===== src/rtl/circular_dma_reader_pkg.sv =====
`default_nettype none
// ----------------------------------------------------------------------------
// circular_dma_pkg : shared FSM encoding, AXI constants, burst sizing helper
// Rev 1.0
// ----------------------------------------------------------------------------
package circular_dma_pkg;

  typedef enum logic [1:0] {
    IDLE = 2'd0,
    ADDR = 2'd1,
    DATA = 2'd2
  } state_t;

  localparam logic [1:0] BURST_INCR = 2'b01;
  localparam logic [1:0] RESP_OKAY  = 2'b00;

  function automatic logic [31:0] burst_bytes(input int unsigned max_burst,
                                              input int unsigned axis_width);
    return 32'(max_burst * (axis_width / 8));
  endfunction

endpackage
`default_nettype wire


===== src/rtl/circular_dma_reader_if.sv =====
`default_nettype none
// ----------------------------------------------------------------------------
// circular_dma_reader_if : AXI4 read channels plus AXI4-Stream output bundle
// Rev 1.0
// ----------------------------------------------------------------------------
interface circular_dma_reader_if #(
  parameter int C_ADDR_WIDTH = 32,
  parameter int C_AXIS_WIDTH = 64
);
  logic [C_ADDR_WIDTH-1:0] m_axi_araddr;
  logic [7:0]              m_axi_arlen;
  logic [2:0]              m_axi_arsize;
  logic [1:0]              m_axi_arburst;
  logic                    m_axi_arvalid;
  logic                    m_axi_arready;
  logic [C_AXIS_WIDTH-1:0] m_axi_rdata;
  logic [1:0]              m_axi_rresp;
  logic                    m_axi_rlast;
  logic                    m_axi_rvalid;
  logic                    m_axi_rready;
  logic [C_AXIS_WIDTH-1:0] m_axis_tdata;
  logic                    m_axis_tvalid;
  logic                    m_axis_tready;

  modport master (
    output m_axi_araddr, m_axi_arlen, m_axi_arsize, m_axi_arburst, m_axi_arvalid,
    input  m_axi_arready,
    input  m_axi_rdata, m_axi_rresp, m_axi_rlast, m_axi_rvalid,
    output m_axi_rready,
    output m_axis_tdata, m_axis_tvalid,
    input  m_axis_tready
  );

  modport slave (
    input  m_axi_araddr, m_axi_arlen, m_axi_arsize, m_axi_arburst, m_axi_arvalid,
    output m_axi_arready,
    output m_axi_rdata, m_axi_rresp, m_axi_rlast, m_axi_rvalid,
    input  m_axi_rready,
    input  m_axis_tdata, m_axis_tvalid,
    output m_axis_tready
  );
endinterface
`default_nettype wire


===== src/rtl/circular_dma_reader_fifo.sv =====
`default_nettype none
// ----------------------------------------------------------------------------
// circular_dma_fifo : synchronous first-word-fall-through FIFO, power-of-2 depth
// Rev 1.0
// ----------------------------------------------------------------------------
module circular_dma_fifo #(
  parameter int WIDTH = 64,
  parameter int DEPTH = 32
) (
  input  wire logic                   clk,
  input  wire logic                   rst_n,
  input  wire logic                   push,
  input  wire logic [WIDTH-1:0]       din,
  input  wire logic                   pop,
  output logic      [WIDTH-1:0]       dout,
  output logic                        full,
  output logic                        empty,
  output logic      [$clog2(DEPTH):0] free
);
  localparam int AW = $clog2(DEPTH);

  logic [WIDTH-1:0] mem_q [DEPTH];
  logic [AW-1:0]    wr_idx_q, wr_idx_d;
  logic [AW-1:0]    rd_idx_q, rd_idx_d;
  logic [AW:0]      count_q, count_d;
  logic             do_push, do_pop;

  always_comb begin
    do_push  = push & ~full;
    do_pop   = pop & ~empty;
    wr_idx_d = wr_idx_q + AW'(do_push);
    rd_idx_d = rd_idx_q + AW'(do_pop);
    count_d  = count_q + (AW+1)'(do_push) - (AW+1)'(do_pop);
  end

  assign full  = (count_q == (AW+1)'(DEPTH));
  assign empty = (count_q == '0);
  assign free  = (AW+1)'(DEPTH) - count_q;
  assign dout  = mem_q[rd_idx_q];

  always_ff @(posedge clk) begin
    if (!rst_n) begin
      wr_idx_q <= '0;
      rd_idx_q <= '0;
      count_q  <= '0;
    end else begin
      wr_idx_q <= wr_idx_d;
      rd_idx_q <= rd_idx_d;
      count_q  <= count_d;
    end
  end

  // Storage carries no reset; validity is tracked by count_q alone.
  always_ff @(posedge clk) begin
    if (do_push) begin
      mem_q[wr_idx_q] <= din;
    end
  end
endmodule
`default_nettype wire


===== src/rtl/circular_dma_reader.sv =====
`default_nettype none
// ----------------------------------------------------------------------------
// circular_dma_reader : drains a memory ring with full AXI4 read bursts to AXIS
// Rev 1.0
// ----------------------------------------------------------------------------
module circular_dma_reader
  import circular_dma_pkg::*;
#(
  parameter int C_ADDR_WIDTH = 32,
  parameter int C_AXIS_WIDTH = 64,
  parameter int C_MAX_BURST  = 16
) (
  input  wire logic                    clk,
  input  wire logic                    rst_n,
  input  wire logic                    enable,
  input  wire logic [C_ADDR_WIDTH-1:0] mem_base,
  input  wire logic [31:0]             mem_size,
  input  wire logic [31:0]             write_ptr,
  output logic      [31:0]             read_ptr,
  output logic                         busy,
  output logic                         error,
  circular_dma_reader_if.master        bus
);
  localparam logic [31:0] BURST_BYTES = burst_bytes(C_MAX_BURST, C_AXIS_WIDTH);
  localparam int          FIFO_DEPTH  = 2 * C_MAX_BURST;
  localparam int          FW          = $clog2(FIFO_DEPTH) + 1;

  state_t                  state_q, state_d;
  logic [31:0]             read_ptr_q, read_ptr_d;
  logic [C_ADDR_WIDTH-1:0] araddr_q, araddr_d;
  logic                    error_q, error_d;
  logic [32:0]             avail;
  logic [32:0]             rptr_next;
  logic                    issue;
  logic                    rready;
  logic                    fifo_push, fifo_full, fifo_empty;
  logic [FW-1:0]           fifo_free;

  always_comb begin
    if (write_ptr >= read_ptr_q) begin
      avail = {1'b0, write_ptr} - {1'b0, read_ptr_q};
    end else begin
      avail = {1'b0, write_ptr} + {1'b0, mem_size} - {1'b0, read_ptr_q};
    end
    rptr_next = {1'b0, read_ptr_q} + {1'b0, BURST_BYTES};
    issue = enable & ~error_q & (mem_size != 32'd0) &
            (avail >= {1'b0, BURST_BYTES}) & (fifo_free >= FW'(C_MAX_BURST));
  end

  always_comb begin
    state_d    = state_q;
    read_ptr_d = read_ptr_q;
    araddr_d   = araddr_q;
    error_d    = error_q;
    rready     = 1'b0;
    fifo_push  = 1'b0;
    case (state_q)
      IDLE: begin
        if (!enable) begin
          error_d = 1'b0;
        end
        if (issue) begin
          state_d  = ADDR;
          araddr_d = mem_base + C_ADDR_WIDTH'(read_ptr_q);
        end
      end
      ADDR: begin
        if (bus.m_axi_arready) begin
          state_d = DATA;
        end
      end
      DATA: begin
        // FIFO room was reserved at issue time, so this stays high in practice.
        rready = ~fifo_full;
        if (bus.m_axi_rvalid && rready) begin
          fifo_push = 1'b1;
          if (bus.m_axi_rresp != RESP_OKAY) begin
            error_d = 1'b1;
          end
          if (bus.m_axi_rlast) begin
            read_ptr_d = (rptr_next == {1'b0, mem_size}) ? 32'd0 : rptr_next[31:0];
            state_d    = IDLE;
          end
        end
      end
      default: state_d = IDLE;
    endcase
  end

  always_ff @(posedge clk) begin
    if (!rst_n) begin
      state_q    <= IDLE;
      read_ptr_q <= '0;
      araddr_q   <= '0;
      error_q    <= 1'b0;
    end else begin
      state_q    <= state_d;
      read_ptr_q <= read_ptr_d;
      araddr_q   <= araddr_d;
      error_q    <= error_d;
    end
  end

  circular_dma_fifo #(
    .WIDTH (C_AXIS_WIDTH),
    .DEPTH (FIFO_DEPTH)
  ) u_fifo (
    .clk   (clk),
    .rst_n (rst_n),
    .push  (fifo_push),
    .din   (bus.m_axi_rdata),
    .pop   (bus.m_axis_tready),
    .dout  (bus.m_axis_tdata),
    .full  (fifo_full),
    .empty (fifo_empty),
    .free  (fifo_free)
  );

  assign bus.m_axi_araddr  = araddr_q;
  assign bus.m_axi_arlen   = 8'(C_MAX_BURST - 1);
  assign bus.m_axi_arsize  = 3'($clog2(C_AXIS_WIDTH / 8));
  assign bus.m_axi_arburst = BURST_INCR;
  assign bus.m_axi_arvalid = (state_q == ADDR);
  assign bus.m_axi_rready  = rready;
  assign bus.m_axis_tvalid = ~fifo_empty;

  assign read_ptr = read_ptr_q;
  assign error    = error_q;
  assign busy     = (state_q != IDLE) | ~fifo_empty;
endmodule
`default_nettype wire


===== src/flat_wrapper.sv =====
// flat-port wrapper written by rule: the top's interface ports become plain ports
module circular_dma_reader_flat import circular_dma_pkg::*;
#(
  parameter int C_ADDR_WIDTH = 32,
  parameter int C_AXIS_WIDTH = 64,
  parameter int C_MAX_BURST  = 16
)
  (clk, rst_n, enable, mem_base, mem_size, write_ptr, read_ptr, busy, error, bus_m_axi_araddr, bus_m_axi_arlen, bus_m_axi_arsize, bus_m_axi_arburst, bus_m_axi_arvalid, bus_m_axi_arready, bus_m_axi_rdata, bus_m_axi_rresp, bus_m_axi_rlast, bus_m_axi_rvalid, bus_m_axi_rready, bus_m_axis_tdata, bus_m_axis_tvalid, bus_m_axis_tready);
  circular_dma_reader_if #(.C_ADDR_WIDTH(C_ADDR_WIDTH), .C_AXIS_WIDTH(C_AXIS_WIDTH)) bus_i ();
  input  wire logic clk;
  input  wire logic rst_n;
  input  wire logic enable;
  input  wire logic [C_ADDR_WIDTH-1:0] mem_base;
  input  wire logic [31:0] mem_size;
  input  wire logic [31:0] write_ptr;
  output logic      [31:0] read_ptr;
  output logic busy;
  output logic error;
  output wire logic [$bits(bus_i.m_axi_araddr)-1:0] bus_m_axi_araddr;
  output wire logic [$bits(bus_i.m_axi_arlen)-1:0] bus_m_axi_arlen;
  output wire logic [$bits(bus_i.m_axi_arsize)-1:0] bus_m_axi_arsize;
  output wire logic [$bits(bus_i.m_axi_arburst)-1:0] bus_m_axi_arburst;
  output wire logic [$bits(bus_i.m_axi_arvalid)-1:0] bus_m_axi_arvalid;
  input wire logic [$bits(bus_i.m_axi_arready)-1:0] bus_m_axi_arready;
  input wire logic [$bits(bus_i.m_axi_rdata)-1:0] bus_m_axi_rdata;
  input wire logic [$bits(bus_i.m_axi_rresp)-1:0] bus_m_axi_rresp;
  input wire logic [$bits(bus_i.m_axi_rlast)-1:0] bus_m_axi_rlast;
  input wire logic [$bits(bus_i.m_axi_rvalid)-1:0] bus_m_axi_rvalid;
  output wire logic [$bits(bus_i.m_axi_rready)-1:0] bus_m_axi_rready;
  output wire logic [$bits(bus_i.m_axis_tdata)-1:0] bus_m_axis_tdata;
  output wire logic [$bits(bus_i.m_axis_tvalid)-1:0] bus_m_axis_tvalid;
  input wire logic [$bits(bus_i.m_axis_tready)-1:0] bus_m_axis_tready;
  assign bus_m_axi_araddr = bus_i.m_axi_araddr;
  assign bus_m_axi_arlen = bus_i.m_axi_arlen;
  assign bus_m_axi_arsize = bus_i.m_axi_arsize;
  assign bus_m_axi_arburst = bus_i.m_axi_arburst;
  assign bus_m_axi_arvalid = bus_i.m_axi_arvalid;
  assign bus_i.m_axi_arready = bus_m_axi_arready;
  assign bus_i.m_axi_rdata = bus_m_axi_rdata;
  assign bus_i.m_axi_rresp = bus_m_axi_rresp;
  assign bus_i.m_axi_rlast = bus_m_axi_rlast;
  assign bus_i.m_axi_rvalid = bus_m_axi_rvalid;
  assign bus_m_axi_rready = bus_i.m_axi_rready;
  assign bus_m_axis_tdata = bus_i.m_axis_tdata;
  assign bus_m_axis_tvalid = bus_i.m_axis_tvalid;
  assign bus_i.m_axis_tready = bus_m_axis_tready;
  circular_dma_reader #(.C_ADDR_WIDTH(C_ADDR_WIDTH), .C_AXIS_WIDTH(C_AXIS_WIDTH), .C_MAX_BURST(C_MAX_BURST)) u_core (.clk(clk), .rst_n(rst_n), .enable(enable), .mem_base(mem_base), .mem_size(mem_size), .write_ptr(write_ptr), .read_ptr(read_ptr), .busy(busy), .error(error), .bus(bus_i));
endmodule

===== config.mk =====
export PLATFORM = sky130hd
export DESIGN_NAME = circular_dma_reader_flat
export DESIGN_NICKNAME = d
export VERILOG_FILES = /design/src/rtl/circular_dma_reader_pkg.sv /design/src/rtl/circular_dma_reader_if.sv /design/src/rtl/circular_dma_reader_fifo.sv /design/src/rtl/circular_dma_reader.sv /design/src/flat_wrapper.sv
export SDC_FILE = /design/constraint.sdc
export NUM_CORES = 2
export LEC_CHECK = 0
export ABC_AREA = 0
export CAP_MARGIN = 30
export CORE_ASPECT_RATIO = 1.4
export CORE_MARGIN = 4
export CORE_UTILIZATION = 45
export CTS_BUF_LIST = sky130_fd_sc_hd__clkbuf_4
export CTS_CLUSTER_SIZE = 40
export DETAILED_ROUTE_END_ITERATION = 12
export HOLD_SLACK_MARGIN = 0.03
export PLACE_DENSITY = 0.73
export SLEW_MARGIN = 20
export SYNTH_ARGS = -nofsm -noshare
export SYNTH_HDL_FRONTEND = slang
export SYNTH_SLANG_ARGS = --single-unit

===== constraint.sdc =====
create_clock -name clk -period 6.7 [get_ports clk]
set_input_delay 1.675 -clock clk [delete_from_list [all_inputs] [get_ports clk]]
set_output_delay 1.675 -clock clk [all_outputs]
set_load 0.005 [all_outputs]

# [Word-level counts from Yosys, hierarchy flattened]
# Memories as Yosys holds them, arrays and structs flattened. A register that Yosys moved wholly into a read port is not among the register bits.
# Cells that the tools add are included.
[totals] in_bits=169 n_memories=1 out_inout_bits=146 word_cells=69 register_bits=83 mem_bits_rw=2048
[mem_list] name="u_core.u_fifo.mem_q" depth=32 width=64 rd=1 rd_ports_with_merged_regs=1 write_ports=1 line_no="circular_dma_reader_fifo.sv:22" text="logic [WIDTH-1:0] mem_q [DEPTH];"
[op_classes] n_mux=17 order_cmp=3 n_reduce_logical=11 n_addsub=10 bitwise_logic=10 n_eq_ne=10
[ops] operator="adder 32 x 32 -> 33 bit" n=1
[ops] operator="adder 32 x 8 -> 33 bit (second input constant)" n=1
[ops] operator="equality test 33 x 32 -> 1 bit" n=1
[ops] operator=">= comparator 33 x 8 -> 1 bit (second input constant)" n=1
[ops] operator="2-to-1 mux 33 bit" n=1
[ops] operator="subtractor 32 x 32 -> 33 bit" n=1
[ops] operator="subtractor 33 x 32 -> 33 bit" n=1
[ops] operator="adder 32 bit" n=1
[ops] operator=">= comparator 32 bit" n=1
[ops] operator="2-to-1 mux 32 bit" n=1
[ops] operator="nonzero test 32 bit" n=1
[ops] operator="adder 5 x 1 -> 5 bit" n=2
[ops] operator="2-to-1 mux 1 bit" n=8
[ops] operator="2-to-1 mux 2 bit" n=4
[ops] operator="!= test 2 x 1 -> 1 bit (second input constant)" n=4
[ops] operator="AND reduction 4 bit" n=2
[ops] operator="adder 6 x 1 -> 6 bit" n=1
[ops] operator="bitwise AND 1 bit" n=6
[ops] operator="equality test 6 bit (second input constant)" n=1
[ops] operator=">= comparator 6 x 5 -> 1 bit (second input constant)" n=1
[ops] operator="zero test 6 bit" n=1
[ops] operator="one-hot mux 2 bit (3 select lines)" n=1
[ops] operator="nonzero test 2 bit" n=3
[ops] operator="subtractor 6 x 1 -> 6 bit" n=1
[ops] operator="12 further kinds" n=15

# [Depth between registers and ports, before layout]
[depth] ltp_word=8 mapped_depth=17 mapped_depth_nobuf=15

# [Cells and area by module]
# Synthesis repeated with hierarchy kept, for this count alone.
[unflattened] cells_unflattened=4914 area_unflattened_um2=87602.8
[modules_own_cells] module="circular_dma_fifo" cells_each=3667 area_per_inst_um2=78695.5 seq_area_each_um2=61819.3 n_inst=1
[modules_own_cells] module="circular_dma_reader" cells_each=1247 area_per_inst_um2=8907.3 seq_area_each_um2=1201.2 n_inst=1

# [Worst setup path after synthesis]
# Ideal clock, no wire load.
[synth_timing] path_type="input port to flip-flop" start="in bus_m_axi_rvalid" end="mem u_core.u_fifo.mem_q[28][0] (enable)" path_buffers=1 required_time_ns=6.213 path_stages=5 arrival_time_ns=5.193 setup_ns=0.487 path_slack_ns=1.021 cell_sequence="nand2_1 > or2_2 > or3_1 > clkbuf_1 > nor2_1"
[synth_between] elab_chain_cells=6
[synth_rtl] element="start, declared" line_no="flat_wrapper.sv:28" text="input wire logic [$bits(bus_i.m_axi_rvalid)-1:0] bus_m_axi_rvalid;"
[synth_rtl] element="logical AND 1 bit" line_no="circular_dma_reader.sv:75" text="if (bus.m_axi_rvalid && rready) begin"
[synth_rtl] element="2-to-1 mux 1 bit" line_no="circular_dma_reader.sv:75"
[synth_rtl] element="2-to-1 mux 1 bit" line_no="circular_dma_reader.sv:57" text="case (state_q)"
[synth_rtl] element="bitwise AND 1 bit" line_no="circular_dma_reader_fifo.sv:29" text="do_push = push & ~full;"
[synth_rtl] element="2-to-1 mux 1 bit" line_no="circular_dma_reader_fifo.sv:55" text="if (do_push) begin"
[synth_rtl] element="2-to-1 mux 1 bit (not written as such)" line_no="circular_dma_reader_fifo.sv:56" text="mem_q[wr_idx_q] <= din;"
[synth_rtl] element="end, declared" line_no="circular_dma_reader_fifo.sv:22"
# Every way passes these cells.

==> metrics.yaml <==
critical_path:
  worstPathCellList: "buf_12 -> mux4_2 -> mux4_2 -> mux2_2 -> clkdlybuf4s50_1"
  crit_arrival_ns: 4.48
  crit_path_top_delay_cell: "dfxtp_4"
  endpoint_kind: "output port"
  path_common_cell: "mux4_2"
  cp.required_ns: 5.03
  crit_fanout: 75
  max_stage_delay_ns: 0.73
  crit_type: "reg -> out"
  start_kind: "register"
global_routing:
  grt_max_degree: 95
  overflow: 0
  use_met2: 0.378
  grtUsageMet3: 0.0459
  busiest_layer: "met2"
  antenna_found_initial: 25
  grt_util_met1: 0.270
  track_usage: 0.219
  grt_pass1_wl_um: 322000
  grt_pass1_vias: 47500
min_path:
  min_path_type: "reg -> reg"
finish:
  utilization: 0.526
  design_area_sq_mm: 0.101
  drive_above_1_share: 0.315
  nets: 5294
  instances_no_fill: 7863
  mostFrequentLayoutCells: "edfxtp_1 (2048), clkbuf_4 (709), mux4_2 (640)"
  layout_commonest_cell: "edfxtp_1"
  areaGrowthSynthToFinish_pct: 15.8
power:
  power.internal_w: 0.0229
  leakage_nw: 32.4
  p_per_area_mw_per_mm2: 302
  sw_frac_of_total: 0.248
  power_frac_seq: 0.485
  switchingPower_w: 0.00755
  pwr-share-comb: 0.186
  clockPowerShare: 0.328
  ir_drop_uv: 231
clocking:
  cts_buffer_depth: 4
  clockRootBuffer: "clkbuf_4"
  numClockSinks: 2124
  post_cts_resize_count: 0
  post-cts-setup-buffers: 0
  numCtsBuffers: 477
  cts_tree: "yes"
  path_clk_slew_ns: 0.06
  hold_buffers: 0
  clk-insertion-delay-late_ns: 1.20
  h-tree-depth: 5
yosys:
  ys_types: 88
  netlist_instances: 4241
  syn_avg_cell_area_sq_um: 20.6
  async_flop_share: 0
  synthFlopType: "edfxtp_1"
  yosysSeqAreaShare: 0.723
  synth_seq_cells: 2124
  yosys_warnings: 0
  yosys.area.top_type: "edfxtp_1"
  yosysTopAreaCellShare: 0.706
  syn-cell-area_sq_mm: 0.0872
  synth_edf_count: 2048
  ys_top_cells_by_area: "edfxtp_1 (71%), mux4_2 (17%), dfxtp_1 (1.7%), ha_1 (1.5%), mux2_2 (0.83%)"
timing:
  max_slew_margin: 0.333
  hold_viol_final: 0
  fmax_ghz: 0.163
  rsz0062_at_grt: "false"
  worst_slew_pin_slew_ns: 1.00
  fin_tns_setup_ns: 0
  finalCritPeriodShare: 0.918
  fin_skew_ns: 0.101
  worst_hold_slack_ns: 0.463
  min_period_ns: 6.15
  final_max_slew_viol_count: 0
  setup_viol: 0
place:
  dp.cells: 6952
  portBuffers: 294
  place_area_sq_mm: 0.0940
  gp_congestion: 0.982
  dpl.hpwl_um: 125000
die:
  start_util: 0.454
  ios: 315
  placementRows: 190
  die_h_um: 529
  die_x_um: 380
  dieArea_sq_mm: 0.201
  coreArea_sq_mm: 0.192
detailed_routing:
  ant_nets: 0
  drc: 0
  drt_wl_total_um: 222000
  wire_per_inst_um: 28.2
  drt-pass1-iter-count: 5
  vias: 46200
  drt_iter0_drc: 4591
  via_per_inst: 5.87
run:
  cap_violations: 0
run_status:
  status: "completed"
final cells by class:
| cell class | count | area (sq um) |
|---|---|---|
| Antenna cell | 14 | 35.0 |
| Clock buffer | 709 | 5320 |
| Multi-Input combinational cell | 1744 | 22900 |
| Timing Repair Buffer | 470 | 5110 |
| Sequential cell | 2124 | 63000 |
| Tap cell | 2496 | 3120 |
| Fill cell | 14900 | 91100 |
| Inverter | 176 | 661 |
| Clock inverter | 130 | 778 |
metrics by stage:
step	setup WS, ns	power (W)
final	0.548	0.0304
after global routing	0.292	0.0319
after CTS	0.367	0.0308
after detailed placement	0.117	0.0208
after global placement	0.114	0.0207
after floorplan	1.02	0.0189
cells in the mapped netlist (4+ instances only):
master	count
nor4_1	11
a21o_1	26
and2_1	22
fa_1	27
nand3b_1	12
o21ai_1	6
nand3_1	37
or3_1	11
o21bai_1	8
and3_1	15
o21ai_0	62
inv_1	175
a21oi_1	77
clkbuf_1	134
edfxtp_1	2048
nand2_1	136
nor3_1	27
mux4_2	640
a21boi_0	5
o22ai_1	8
nand2b_1	13
a211oi_1	14
mux2i_1	38
mux2_2	64
nor2_1	83
a41oi_1	8
dfxtp_1	76
nor2b_1	9
and4_1	6
o31ai_1	14
o21a_1	11
o211ai_1	12
xor2_1	29
nand4_1	27
o41ai_1	4
ha_1	105
buf_1	58
o211a_1	4
o2111ai_1	4
xnor2_1	64
nor3b_1	7
buf_4	20
a31oi_1	17
per-layer routing:
metal | part of all wire | wire length [um]
met1 | 0.36 | 79900
met2 | 0.52 | 115000
met3 | 0.083 | 18300
met4 | 0.040 | 8760
met5 | 0.00022 | 48
worst paths after layout:
path                                    start                          end  slack, ns  cells past startpoint
hold reg to reg   u_core.bus.m_axi_araddr[20]  u_core.bus.m_axi_araddr[20]       0.46                      2
hold / removal    u_core.bus.m_axi_araddr[20]  u_core.bus.m_axi_araddr[20]       0.46                      2
setup / recovery    u_core.u_fifo.rd_idx_q[0]         bus_m_axis_tdata[42]       0.55                      5
setup reg to reg          u_core.read_ptr[28]  u_core.bus.m_axi_araddr[16]       1.62                     14
power groups by stage:
stage | Clock [W] | Combinational, W | Sequential [W]
floorplan | 0 | 0.00389 | 0.0150
global placement | 0 | 0.00564 | 0.0151
detailed placement | 0 | 0.00570 | 0.0151
CTS | 0.0103 | 0.00572 | 0.0148
global route | 0.0110 | 0.00609 | 0.0148
finish | 0.00999 | 0.00568 | 0.0148
cell families after synthesis:
family | Yosys count | synth area share
buffers and inverters | 394 | 0.0181
other | 2 | 0.0000862
adders and majority gates | 132 | 0.0213
AOI/OAI and AO/OA | 316 | 0.0241
muxes | 742 | 0.178
and+or+nand+nor | 435 | 0.0252
DFF | 2124 | 0.723
xor gates and xnor gates | 96 | 0.0101
state kept, by name, indices dropped and copies added (netlist names):
signal                   cells
u_core.bus.m_axi_araddr     32
u_core.error                 1
u_core.read_ptr             25
u_core.state_q               2
u_core.u_fifo.count_q        6
u_core.u_fifo.mem_q       2048
u_core.u_fifo.rd_idx_q       5
u_core.u_fifo.wr_idx_q       5
critical path, delay by kind of cell, from the launching register on:
family                 cells  cell delay (ns)
DFF                        1             0.73
muxes                      3             1.37
buffers and inverters      2             0.99
Note: power is estimated with default switching activity, not from simulation.
